File: src/rtl/i2c_param_fifo_if.sv
// rtl/i2c_param_fifo_if.sv - FIFO access and status bundle
interface i2c_param_fifo_if #(
    parameter int DATA_WIDTH = 8,
    parameter int DEPTH      = 8
);
    localparam int A = $clog2(DEPTH);

    logic                  clear;
    logic                  w_enable;
    logic [DATA_WIDTH-1:0] w_data;
    logic                  r_enable;
    logic [DATA_WIDTH-1:0] r_data;
    logic                  full;
    logic                  empty;
    logic                  almost_full;
    logic                  almost_empty;
    logic [A:0]            count;
    logic                  overflow;
    logic                  underflow;

    modport master (
        output clear, w_enable, w_data, r_enable,
        input  r_data, full, empty, almost_full, almost_empty, count, overflow, underflow
    );

    modport slave (
        input  clear, w_enable, w_data, r_enable,
        output r_data, full, empty, almost_full, almost_empty, count, overflow, underflow
    );
endinterface

File: src/rtl/i2c_param_fifo.sv
// rtl/i2c_param_fifo.sv - parametrised first-word-fall-through byte FIFO
module i2c_param_fifo #(
    parameter int DATA_WIDTH = 8,
    parameter int DEPTH      = 8,
    parameter int AF_LEVEL   = DEPTH - 1,
    parameter int AE_LEVEL   = 1
) (
    input  logic                w_clk,
    input  logic                n_rst,
    i2c_param_fifo_if.slave     bus
);
    localparam int         A     = $clog2(DEPTH);
    localparam logic [A:0] L_ONE = {{A{1'b0}}, 1'b1};
    localparam logic [A:0] L_AF  = (A+1)'(AF_LEVEL);
    localparam logic [A:0] L_AE  = (A+1)'(AE_LEVEL);

    logic [A:0]            r_wr_ptr;
    logic [A:0]            r_rd_ptr;
    logic [DATA_WIDTH-1:0] r_mem [DEPTH];
    logic                  r_overflow;
    logic                  r_underflow;

    logic                  w_full;
    logic                  w_empty;
    logic                  w_wr_acc;
    logic                  w_rd_acc;
    logic [A:0]            w_count;

    // Extra wrap bit on each pointer distinguishes full from empty when low bits match.
    assign w_empty  = (r_wr_ptr == r_rd_ptr);
    assign w_full   = (r_wr_ptr[A] != r_rd_ptr[A]) && (r_wr_ptr[A-1:0] == r_rd_ptr[A-1:0]);
    assign w_count  = r_wr_ptr - r_rd_ptr;
    assign w_wr_acc = bus.w_enable && !w_full && !bus.clear;
    assign w_rd_acc = bus.r_enable && !w_empty && !bus.clear;

    always_ff @(posedge w_clk or negedge n_rst) begin
        if (!n_rst) begin
            r_wr_ptr    <= '0;
            r_rd_ptr    <= '0;
            r_overflow  <= 1'b0;
            r_underflow <= 1'b0;
        end else if (bus.clear) begin
            r_wr_ptr    <= '0;
            r_rd_ptr    <= '0;
            r_overflow  <= 1'b0;
            r_underflow <= 1'b0;
        end else begin
            if (w_wr_acc) begin
                r_wr_ptr <= r_wr_ptr + L_ONE;
            end
            if (w_rd_acc) begin
                r_rd_ptr <= r_rd_ptr + L_ONE;
            end
            if (bus.w_enable && w_full) begin
                r_overflow <= 1'b1;
            end
            if (bus.r_enable && w_empty) begin
                r_underflow <= 1'b1;
            end
        end
    end

    always_ff @(posedge w_clk) begin
        if (w_wr_acc) begin
            r_mem[r_wr_ptr[A-1:0]] <= bus.w_data;
        end
    end

    assign bus.r_data       = w_empty ? '0 : r_mem[r_rd_ptr[A-1:0]];
    assign bus.full         = w_full;
    assign bus.empty        = w_empty;
    assign bus.count        = w_count;
    assign bus.almost_full  = (w_count >= L_AF);
    assign bus.almost_empty = (w_count <= L_AE);
    assign bus.overflow     = r_overflow;
    assign bus.underflow    = r_underflow;
endmodule

File: src/flat_wrapper.sv
// flat-port wrapper written by rule: the top's interface ports become plain ports
module i2c_param_fifo_flat 
#(
    parameter int DATA_WIDTH = 8,
    parameter int DEPTH      = 8,
    parameter int AF_LEVEL   = DEPTH - 1,
    parameter int AE_LEVEL   = 1
)
  (w_clk, n_rst, bus_clear, bus_w_enable, bus_w_data, bus_r_enable, bus_r_data, bus_full, bus_empty, bus_almost_full, bus_almost_empty, bus_count, bus_overflow, bus_underflow);
  i2c_param_fifo_if #(.DATA_WIDTH(DATA_WIDTH), .DEPTH(DEPTH)) bus_i ();
  input  logic w_clk;
  input  logic n_rst;
  input wire logic [$bits(bus_i.clear)-1:0] bus_clear;
  input wire logic [$bits(bus_i.w_enable)-1:0] bus_w_enable;
  input wire logic [$bits(bus_i.w_data)-1:0] bus_w_data;
  input wire logic [$bits(bus_i.r_enable)-1:0] bus_r_enable;
  output wire logic [$bits(bus_i.r_data)-1:0] bus_r_data;
  output wire logic [$bits(bus_i.full)-1:0] bus_full;
  output wire logic [$bits(bus_i.empty)-1:0] bus_empty;
  output wire logic [$bits(bus_i.almost_full)-1:0] bus_almost_full;
  output wire logic [$bits(bus_i.almost_empty)-1:0] bus_almost_empty;
  output wire logic [$bits(bus_i.count)-1:0] bus_count;
  output wire logic [$bits(bus_i.overflow)-1:0] bus_overflow;
  output wire logic [$bits(bus_i.underflow)-1:0] bus_underflow;
  assign bus_i.clear = bus_clear;
  assign bus_i.w_enable = bus_w_enable;
  assign bus_i.w_data = bus_w_data;
  assign bus_i.r_enable = bus_r_enable;
  assign bus_r_data = bus_i.r_data;
  assign bus_full = bus_i.full;
  assign bus_empty = bus_i.empty;
  assign bus_almost_full = bus_i.almost_full;
  assign bus_almost_empty = bus_i.almost_empty;
  assign bus_count = bus_i.count;
  assign bus_overflow = bus_i.overflow;
  assign bus_underflow = bus_i.underflow;
  i2c_param_fifo #(.DATA_WIDTH(DATA_WIDTH), .DEPTH(DEPTH), .AF_LEVEL(AF_LEVEL), .AE_LEVEL(AE_LEVEL)) u_core (.w_clk(w_clk), .n_rst(n_rst), .bus(bus_i));
endmodule
File: config.mk
export PLATFORM = sky130hd
export DESIGN_NAME = i2c_param_fifo_flat
export DESIGN_NICKNAME = d
export VERILOG_FILES = /design/src/rtl/i2c_param_fifo_if.sv /design/src/rtl/i2c_param_fifo.sv /design/src/flat_wrapper.sv
export SDC_FILE = /design/constraint.sdc
export NUM_CORES = 1
export LEC_CHECK = 0
export CORE_MARGIN = 5
export CORE_UTILIZATION = 39
export CTS_CLUSTER_SIZE = 10
export DETAILED_ROUTE_END_ITERATION = 10
export GPL_TIMING_DRIVEN = 0
export PLACE_DENSITY_LB_ADDON = 0.3
export SETUP_SLACK_MARGIN = 0.3
export SLEW_MARGIN = 20
export SYNTH_ARGS = -nofsm -noshare
export SYNTH_HDL_FRONTEND = slang
export SYNTH_SLANG_ARGS = --single-unit
File: constraint.sdc
create_clock -name w_clk -period 3.6 [get_ports w_clk]
set_clock_uncertainty 0.05 [all_clocks]
set_input_delay 0.72 -clock w_clk [delete_from_list [all_inputs] [get_ports w_clk]]
set_output_delay 0.72 -clock w_clk [all_outputs]
set_load 0.05 [all_outputs]
## Word level (Yosys, flattened, before mapping)

Memories as Yosys holds them, arrays and structs flattened.
Index checks and enable logic that the tools add are counted.

| word-level totals | value |
|---|---|
| flip-flop bits (word level) | 10 |
| memories | 1 |
| memory bits (writable) | 64 |
| output and inout bits | 18 |

Memories:

| memory | words | width | read ports | clocked after memory_dff | wr ports | RTL line | text |
|---|---|---|---|---|---|---|---|
| u_core.r_mem | 8 | 8 | 1 | 0 | 1 | i2c_param_fifo.sv:19 | `logic [DATA_WIDTH-1:0] r_mem [DEPTH];` |

| operators by class | value |
|---|---|
| reductions and logical operators | 14 |
| muxes and demuxes | 11 |
| $lt $le $gt $ge | 2 |
| add/sub/neg operators | 3 |
| equal/unequal tests | 3 |

Operator list:

| operator | number |
|---|---|
| 4-bit two-way mux | 4 |
| 4-bit by 1-bit adder with 4-bit output, second input constant | 2 |
| 8-bit two-way mux | 1 |
| 2-bit nonzero test | 4 |
| 1-bit logical AND | 7 |
| 1-bit two-way mux | 6 |
| 4-bit == test | 1 |
| 4-bit by 3-bit greater-or-equal comparator with 1-bit output, second input constant | 1 |
| 4-bit by 1-bit less-or-equal comparator with 1-bit output, second input constant | 1 |
| 4-bit subtractor | 1 |
| 3-bit == test | 1 |
| 1-bit logical NOT | 3 |
| 1-bit != test | 1 |

## Depth between registers and ports, before layout

Gate-level depths: netlist of the first run.

| depth | value |
|---|---|
| word-level depth | 7 |
| mapped depth | 8 |
| depth with buffers taken out | 6 |

## Worst setup path after synthesis of the first run

No wires, ideal clock.

| path | value |
|---|---|
| path type | register to output |
| start point | reg u_core.r_rd_ptr[1] |
| end point | out bus_almost_empty |
| data arrival time | 2453 ps |
| path buffers | 2 |
| stages on the path, launching flop included | 8 |
| slack | 377 ps |
| path through | dfrtp_1 buf_2 buf_2 inv_1 ha_1 and3b_1 or3_4 a211oi_2 |

| between the ends | value |
|---|---|
| word-level cells in the longest chain between the ends | 2 |

Ends and longest elaborated chain:

| what | RTL line | text |
|---|---|---|
| from (decl) | i2c_param_fifo.sv:18 | `logic [A:0] r_rd_ptr;` |
| from (signal assigned) | i2c_param_fifo.sv:52 | `r_rd_ptr <= r_rd_ptr + L_ONE;` |
| 4-bit subtractor | i2c_param_fifo.sv:32 | `assign w_count = r_wr_ptr - r_rd_ptr;` |
| 4-bit by 1-bit less-or-equal comparator with 1-bit output | i2c_param_fifo.sv:74 | `assign bus.almost_empty = (w_count <= L_AE);` |
| to (decl) | flat_wrapper.sv:21 | `output wire logic [$bits(bus_i.almost_empty)-1:0] bus_almost_empty;` |

No other way between the ends.

## Worst setup path after layout of the first run

| path | value |
|---|---|
| start point | reg u_core.r_wr_ptr[0] |
| end point | out bus_count[2] |

| between the ends | value |
|---|---|
| word-level cells in the longest chain between the ends | 1 |

Ends and longest elaborated chain:

| what | RTL line | text |
|---|---|---|
| from (decl) | i2c_param_fifo.sv:17 | `logic [A:0] r_wr_ptr;` |
| from (signal assigned) | i2c_param_fifo.sv:49 | `r_wr_ptr <= r_wr_ptr + L_ONE;` |
| 4-bit subtractor | i2c_param_fifo.sv:32 |  |
| to (decl) | flat_wrapper.sv:22 | `output wire logic [$bits(bus_i.count)-1:0] bus_count;` |

No other way between the ends.

==> flow_metrics.py, run 1 <==
metrics = {
    "worst_setup_path": {
        "critPathMaxFanout": 8,
        "crit_buf_inv": 3,
        "cpPeakStageDelay_ns": 0.55,
        "cp.arrival_ns": 2.44,
        "critPathKind": "reg -> out",
        "required_ns": 2.83,
        "slowest_stage": "dlygate4sd2_1",
        "reg2reg_slack_ns": 0.76,
        "setup.worst_path.start_class": "flop",
        "path_common_cell": "inv_1",
        "path_delay_family": "buffers and inverters",
        "path_cells": "inv_1, ha_1, fa_1, xor2_1, inv_1, dlygate4sd2_1",
        "cp-end-kind": "output port",
    },
    "placed_design": {
        "dpl.hpwl_um": 4480,
        "portBuffers": 30,
        "post_dp_cell_area_um2": 3700,
        "dp.cells": 327,
        "globalplace.congestion": 0.790,
    },
    "clock_network": {
        "cts_hold_buf": 0,
        "clk-insertion-delay-late_ns": 0.34,
        "clk_pin_slew_ns": 0.08,
        "clockBufferDepth": 2,
        "cts_buffers": 9,
        "h-tree-depth": 3,
        "cts.sink_count": 74,
        "cts-root-buf": "clkbuf_8",
        "cts_tree": "done",
    },
    "sta": {
        "relSlewSlack": 0.434,
        "rsz0062_at_grt": "false",
        "slew_violations": 0,
        "max_freq_mhz": 311,
        "tns_ns": 0,
        "worst_pin_slew_ns": 0.846,
        "fin_crit_ns": 3.21,
        "finalSetupViolCount": 0,
        "min_period_over_period": 0.893,
        "hold_violations": 0,
    },
    "outcome": {
        "outcome": "complete, no violations",
    },
    "finish": {
        "antennaDiodeCount": 0,
        "area_delta_synth_final_pct": 25.2,
        "stdcell_area_um2": 3980,
        "drive_above_1_share": 0.320,
        "final_cells": 349,
        "fill_cells": 728,
        "layout.nets": 258,
    },
    "yosys": {
        "synth-seq-cells": 74,
        "synth_top_cell_by_area": "edfxtp_1",
        "synth_cell_type_count": 40,
        "synthFlopType": "edfxtp_1",
        "synth_simple_gate_area_frac": 0.0629,
        "yosys-top-cells-count": "edfxtp_1, mux4_2, nor2_1",
        "synth_area_leaders": "edfxtp_1, mux4_2, dfrtp_1, a22o_1, mux2_2",
        "synth_adder_area_share": 0.0260,
        "synth_compound_area_frac": 0.0578,
        "synth_area_um2": 3180,
        "synth_seq_area_share": 0.683,
        "synth_top_area_share": 0.604,
        "netlist_instances": 185,
        "synth_edf_count": 64,
        "synth-xor-area-share": 0.0106,
        "synth.avg_cell_area_um2": 17.2,
        "async_reset_ff_frac": 0.135,
        "synth_mux_area_frac": 0.138,
        "synth_top_family_by_area": "multiplexers",
        "yosysMostFrequentCell": "edfxtp_1",
        "yosysWarnings": 0,
        "syn-num-nets": 204,
    },
    "global_routing": {
        "grt_antenna_before_repair": 0,
        "grt_pass1_vias": 1907,
        "grt_usage": 0.143,
        "gr-total-overflow": 0,
        "grt_first_pass_wirelength_um": 10500,
        "grt_max_degree": 14,
    },
    "floorplan": {
        "die_x_um": 100,
        "core_um2": 8090,
        "die_area_um2": 10100,
        "pin_count": 31,
        "fp-row-count": 33,
        "initial_utilization": 0.393,
        "die_y_um": 100,
    },
    "drt": {
        "routedWlPerCell_um": 18.8,
        "totalWireLength_um": 6570,
        "top_layer": "met4",
        "route.met2.wl_um": 3260,
        "drt-initial-drc-count": 107,
        "ant_nets": 0,
        "first_pass_iters": 4,
        "route.met3.wl_um": 298,
        "route.detailed.drc": 0,
        "num_vias": 1819,
        "vias_per_cell": 5.21,
        "wl_met1_um": 2860,
    },
    "pwr": {
        "leakage_uw": 0.00142,
        "ir_drop_v": 0.000177,
        "clock_power_share": 0.279,
        "sw_frac_of_total": 0.324,
        "p_per_area_nw_per_um2": 564,
        "fin_total_pwr_uw": 2250,
        "power_frac_comb": 0.293,
        "p_seq_frac": 0.429,
        "p_switching_uw": 727,
        "power.internal_uw": 1520,
    },
    "hold_path": {
        "hold_class": "reg -> reg",
    },
    "job": {
        "cap_violations": 0,
    },
}
[stage by stage]
stage	worst slack, ns	hold slack (ns)	utilization
6_report	0.385	0.457	0.492
5_1_grt	0.314	0.489	0.492
4_1_cts	0.272	0.461	0.485
3_5_place_dp	-0.897	0.441	0.457
3_3_place_gp	-0.888	0.429	0.447
2_1_floorplan	0.377	0.374	-
[power groups by stage]
stage	Sequential [uW]	Clock, uW	Combinational [uW]
floorplan	985	0	425
global placement	980	0	622
finish	963	626	657
CTS	962	638	632
global route	964	677	695
detailed placement	982	0	629
[cell usage in the layout, fill, tap and decap left out, types with 2 or more instances in the layout]
cell / n
edfxtp_1: 64
mux4_2: 16
buf_4: 15
clkdlybuf4s50_1: 15
nor2_1: 13
dfrtp_1: 10
clkbuf_8: 9
inv_1: 8
a22o_1: 8
nand2_1: 6
mux2_2: 6
buf_6: 5
ha_1: 5
buf_2: 5
nor4_2: 4
nor2b_1: 4
a21oi_1: 4
dlygate4sd2_1: 4
nor3_2: 3
o21ai_1: 2
xor2_1: 2
a21oi_4: 2
a31oi_1: 2
nand4_1: 2
clkinv_2: 2
buf_12: 2
[cell type report]
| type | instances | area, um2 | share of cell area |
|---|---|---|---|
| sequential | 74 | 2170 | 0.545 |
| tap | 105 | 131 | 0.0330 |
| clock inverter | 7 | 68.8 | 0.0173 |
| inverter | 8 | 30.0 | 0.00754 |
| multi-input combinational | 96 | 1010 | 0.253 |
| buffer | 7 | 60.1 | 0.0151 |
| timing repair buffer | 43 | 389 | 0.0977 |
| clock buffer | 9 | 124 | 0.0311 |
[worst min-delay path, cell delays in order (launching register included)]
cell,delay (ns)
dfrtp_1,0.35
a31oi_1,0.05
nor2_1,0.07
[repair_timing]
item | in CTS | in global routing
resized for setup | 73 | 13
buffers inserted | 3 | 3
pin swaps | 2 | 0
endpoints found under the setup margin | 27 | 11
[cells by family (layout without fill, tap and decap cells)]
| family | count (synthesis) | count (layout) |
|---|---|---|
| compound gates | 25 | 25 |
| buf+inv | 15 | 74 |
| flops | 74 | 74 |
| fa+ha+maj | 6 | 6 |
| simple gates | 39 | 39 |
| mux | 23 | 23 |
| xor+xnor | 3 | 3 |
[per-layer routing]
layer / vias up / global-route usage
li1: 844 / -
met3: 12 / 0.0320
met5: - / 0
met4: 0 / 0.0715
met2: 41 / 0.221
met1: 922 / 0.189
[registers in the layout, indices dropped and copies added, names as in the netlist]
name,flops
u_core.bus.overflow,1
u_core.bus.underflow,1
u_core.r_mem,64
u_core.r_rd_ptr,4
u_core.r_wr_ptr,4
[final timing paths]
kind                                            startpoint                          endpoint  cells after the start
max in group asynchronous                            n_rst  u_core.bus.underflow$_DFFE_PN0P_                      1
min in group asynchronous                            n_rst    u_core.r_wr_ptr[1]$_DFFE_PN0P_                      1
hold / removal             u_core.bus.overflow$_DFFE_PN0P_   u_core.bus.overflow$_DFFE_PN0P_                      2
hold reg to reg            u_core.bus.overflow$_DFFE_PN0P_   u_core.bus.overflow$_DFFE_PN0P_                      2
setup / recovery            u_core.r_wr_ptr[0]$_DFFE_PN0P_                      bus_count[2]                      6
setup reg to reg            u_core.r_rd_ptr[1]$_DFFE_PN0P_      u_core.r_mem[4][0]$_DFFE_PP_                      8
Power figures use the tool's default switching activity.
==> run 2, diff against run 1 <==
--- a/config.mk
+++ b/config.mk
@@ -5,6 +5,7 @@
 export SDC_FILE = /design/constraint.sdc
 export NUM_CORES = 1
 export LEC_CHECK = 0
+export ABC_AREA = 1
 export CORE_MARGIN = 5
 export CORE_UTILIZATION = 39
 export CTS_CLUSTER_SIZE = 10
==> run 2 against run 1 <==
  * Clock-buffer cell count increased by 1
  * Hold slack improved by 0.013 ns
  * Sequential share of layout area decreased by 3.8 points
  * Global-route usage increased by 0.55 points
  * Area after synthesis increased by 15%
  * Clock power increased by 1%
  * Critical path depth increased by 4
  * Setup slack improved by 0.065 ns
  * Combinational power increased by 16%
==> flow_metrics.py, run 2 <==
metrics = {
    "sta": {
        "hold_violations": 0,
        "finalSetupViolCount": 0,
        "min_period_over_period": 0.875,
        "relSlewSlack": 0.330,
        "rsz0062_at_grt": "false",
        "fin_crit_ns": 3.15,
        "worst_pin_slew_ns": 1.00,
        "hold_ws_ns": 0.470,
        "slew_violations": 0,
        "tns_ns": 0,
        "max_freq_mhz": 318,
    },
    "floorplan": {
        "fp-row-count": 35,
        "die_x_um": 107,
        "core_um2": 9200,
        "pin_count": 31,
        "initial_utilization": 0.396,
        "die_area_um2": 11400,
        "die_y_um": 107,
    },
    "finish": {
        "layout_commonest_cell": "nand2_1",
        "area_delta_synth_final_pct": 17.6,
        "largest_reg_flops": 64,
        "layout.nets": 454,
        "antennaDiodeCount": 0,
        "drive_above_1_share": 0.136,
        "most-common-layout-cells": "nand2_1, inv_1, edfxtp_1",
        "fill_cells": 866,
    },
    "yosys": {
        "synth-seq-cells": 74,
        "synth_top_family_by_area": "simple AND/OR/NAND/NOR gates",
        "synth_top_cell_by_area": "edfxtp_1",
        "async_reset_ff_frac": 0.135,
        "syn-num-nets": 413,
        "yosysWarnings": 0,
        "synth_compound_area_frac": 0.00412,
        "synth_cell_type_count": 24,
        "synthFlopType": "edfxtp_1",
        "synth_area_um2": 3650,
        "synth_mux_area_frac": 0,
        "synth-xor-area-share": 0.00721,
        "yosys-top-cells-count": "nand2_1, inv_1, edfxtp_1",
        "synth_simple_gate_area_frac": 0.256,
        "synth_top_area_share": 0.527,
        "synth_adder_area_share": 0.0226,
        "synth_edf_count": 64,
        "synth.avg_cell_area_um2": 9.25,
        "yosysMostFrequentCell": "nand2_1",
        "synth_seq_area_share": 0.596,
        "netlist_instances": 394,
        "synth_area_leaders": "edfxtp_1, nand2_1, nand3_1, inv_1, dfrtp_1",
    },
    "drt": {
        "totalWireLength_um": 8300,
        "first_pass_iters": 4,
        "route.detailed.drc": 0,
        "num_vias": 2664,
        "routedWlPerCell_um": 15.1,
        "ant_nets": 0,
        "vias_per_cell": 4.83,
        "drt-initial-drc-count": 184,
    },
    "global_routing": {
        "grt_first_pass_wirelength_um": 12700,
        "grt_usage": 0.148,
        "gr-total-overflow": 0,
        "grt_max_degree": 14,
        "grt_pass1_vias": 2539,
        "grt_antenna_before_repair": 0,
    },
    "pwr": {
        "ir_drop_v": 0.000431,
        "p_per_area_nw_per_um2": 551,
        "p_switching_uw": 856,
        "leakage_uw": 0.00198,
        "clock_power_share": 0.269,
        "power.internal_uw": 1500,
        "power_frac_comb": 0.324,
        "p_seq_frac": 0.407,
        "sw_frac_of_total": 0.363,
    },
    "outcome": {
        "outcome": "complete, no violations",
    },
    "worst_setup_path": {
        "critPathKind": "reg -> out",
        "required_ns": 2.83,
        "cp.arrival_ns": 2.38,
        "cp-end-kind": "output port",
        "setup.worst_path.start_class": "flop",
        "critPathMaxFanout": 10,
    },
    "placed_design": {
        "portBuffers": 30,
        "globalplace.congestion": 0.790,
        "dpl.hpwl_um": 5540,
    },
    "hold_path": {
        "hold_class": "reg -> reg",
    },
    "clock_network": {
        "cts_tree": "done",
        "clockBufferDepth": 2,
        "clk-insertion-delay-late_ns": 0.34,
        "clk_pin_slew_ns": 0.08,
        "cts.sink_count": 74,
        "cts_setup_buffers": 0,
        "cts_buffers": 9,
        "cts-resized-gates": 63,
        "cts_hold_buf": 0,
        "cts-root-buf": "clkbuf_8",
        "h-tree-depth": 3,
    },
    "job": {
        "cap_violations": 0,
    },
}
run 2: changes by cell type after synthesis, moves of 6 or more:
cell,delta
a22o_1,-8
inv_1,+64
mux2_2,-6
mux4_2,-16
nand2_1,+106
nand3_1,+54
nor2_1,+17
run 2: critical path, stage by stage, from the launching register on:
cell and delay, ns:
dfrtp_1 0.39, buf_6 0.17, buf_6 0.17, inv_1 0.06
ha_2 0.38, nand2_1 0.06, or2_1 0.22, nand2_1 0.06
nand2_1 0.06, nand2_1 0.09, clkdlybuf4s15_2 0.38
run 2: power groups by stage:
stage | combinational [uW] | sequential, uW | clock (uW)
6_report | 765 | 961 | 635
5_1_grt | 826 | 963 | 683
4_1_cts | 771 | 961 | 643
3_5_place_dp | 795 | 980 | 0
3_3_place_gp | 787 | 979 | 0
2_1_floorplan | 538 | 985 | 0
run 2: layout make-up:
class                      count  area, um2  area share
clock buffer                  10        128      0.0298
inverter                      78        298      0.0694
tap                          111        139      0.0324
timing repair buffer          30        277      0.0645
clock inverter                 6       67.6      0.0158
buffer                        16        136      0.0318
sequential                    74       2170       0.507
multi-input combinational    226       1070       0.249
run 2: path summary, 6_finish.rpt:
path                                                          to  cells after the start                        startpoint  slack [ns]
worst max register to register      u_core.r_mem[3][3]$_DFFE_PP_                      8    u_core.r_rd_ptr[1]$_DFFE_PN0P_        0.80
worst min register to register  u_core.bus.underflow$_DFFE_PN0P_                      2  u_core.bus.underflow$_DFFE_PN0P_        0.47
min in group asynchronous         u_core.r_rd_ptr[0]$_DFFE_PN0P_                      1                             n_rst        0.66
worst min-delay path            u_core.bus.underflow$_DFFE_PN0P_                      2  u_core.bus.underflow$_DFFE_PN0P_        0.47
max in group asynchronous         u_core.r_wr_ptr[0]$_DFFE_PN0P_                      1                             n_rst        2.48
worst max-delay path                                bus_count[3]                     10    u_core.r_rd_ptr[2]$_DFFE_PN0P_        0.45
run 2: metal layers:
metal  wire, um  part of all wire  global-route usage
met5          0                 0                   0
met4        188             0.023              0.0575
met3        384             0.046              0.0409
met2       4000              0.48               0.242
met1       3730              0.45               0.187
run 2: metrics by stage:
stage               setup slack (ns)  utilization  total power, uW  cell area, um2  cells
floorplan                      0.483            -             1520            3660    394
global placement             -0.0815        0.445             1770            4100    535
detailed placement           -0.0824        0.445             1770            4100    535
CTS                            0.243        0.464             2370            4270    551
global route                   0.304        0.466             2470            4290    551
finish                         0.450        0.466             2360            4290    551
run 2: kinds of logic after synthesis:
group	count (synthesis)
AO/OA/AOI/OAI	3
XOR/XNOR	3
adder cells (fa/ha/maj)	6
buffers and inverters	94
flip-flops	74
AND/OR/NAND/NOR	214
==> run 3, diff against run 2 <==
--- a/config.mk
+++ b/config.mk
@@ -6,6 +6,7 @@
 export NUM_CORES = 1
 export LEC_CHECK = 0
 export ABC_AREA = 1
+export CAP_MARGIN = 15
 export CORE_MARGIN = 5
 export CORE_UTILIZATION = 39
 export CTS_CLUSTER_SIZE = 10
==> results of run 3 <==
Final layout, timing and power as in run 2 (identical DEF).
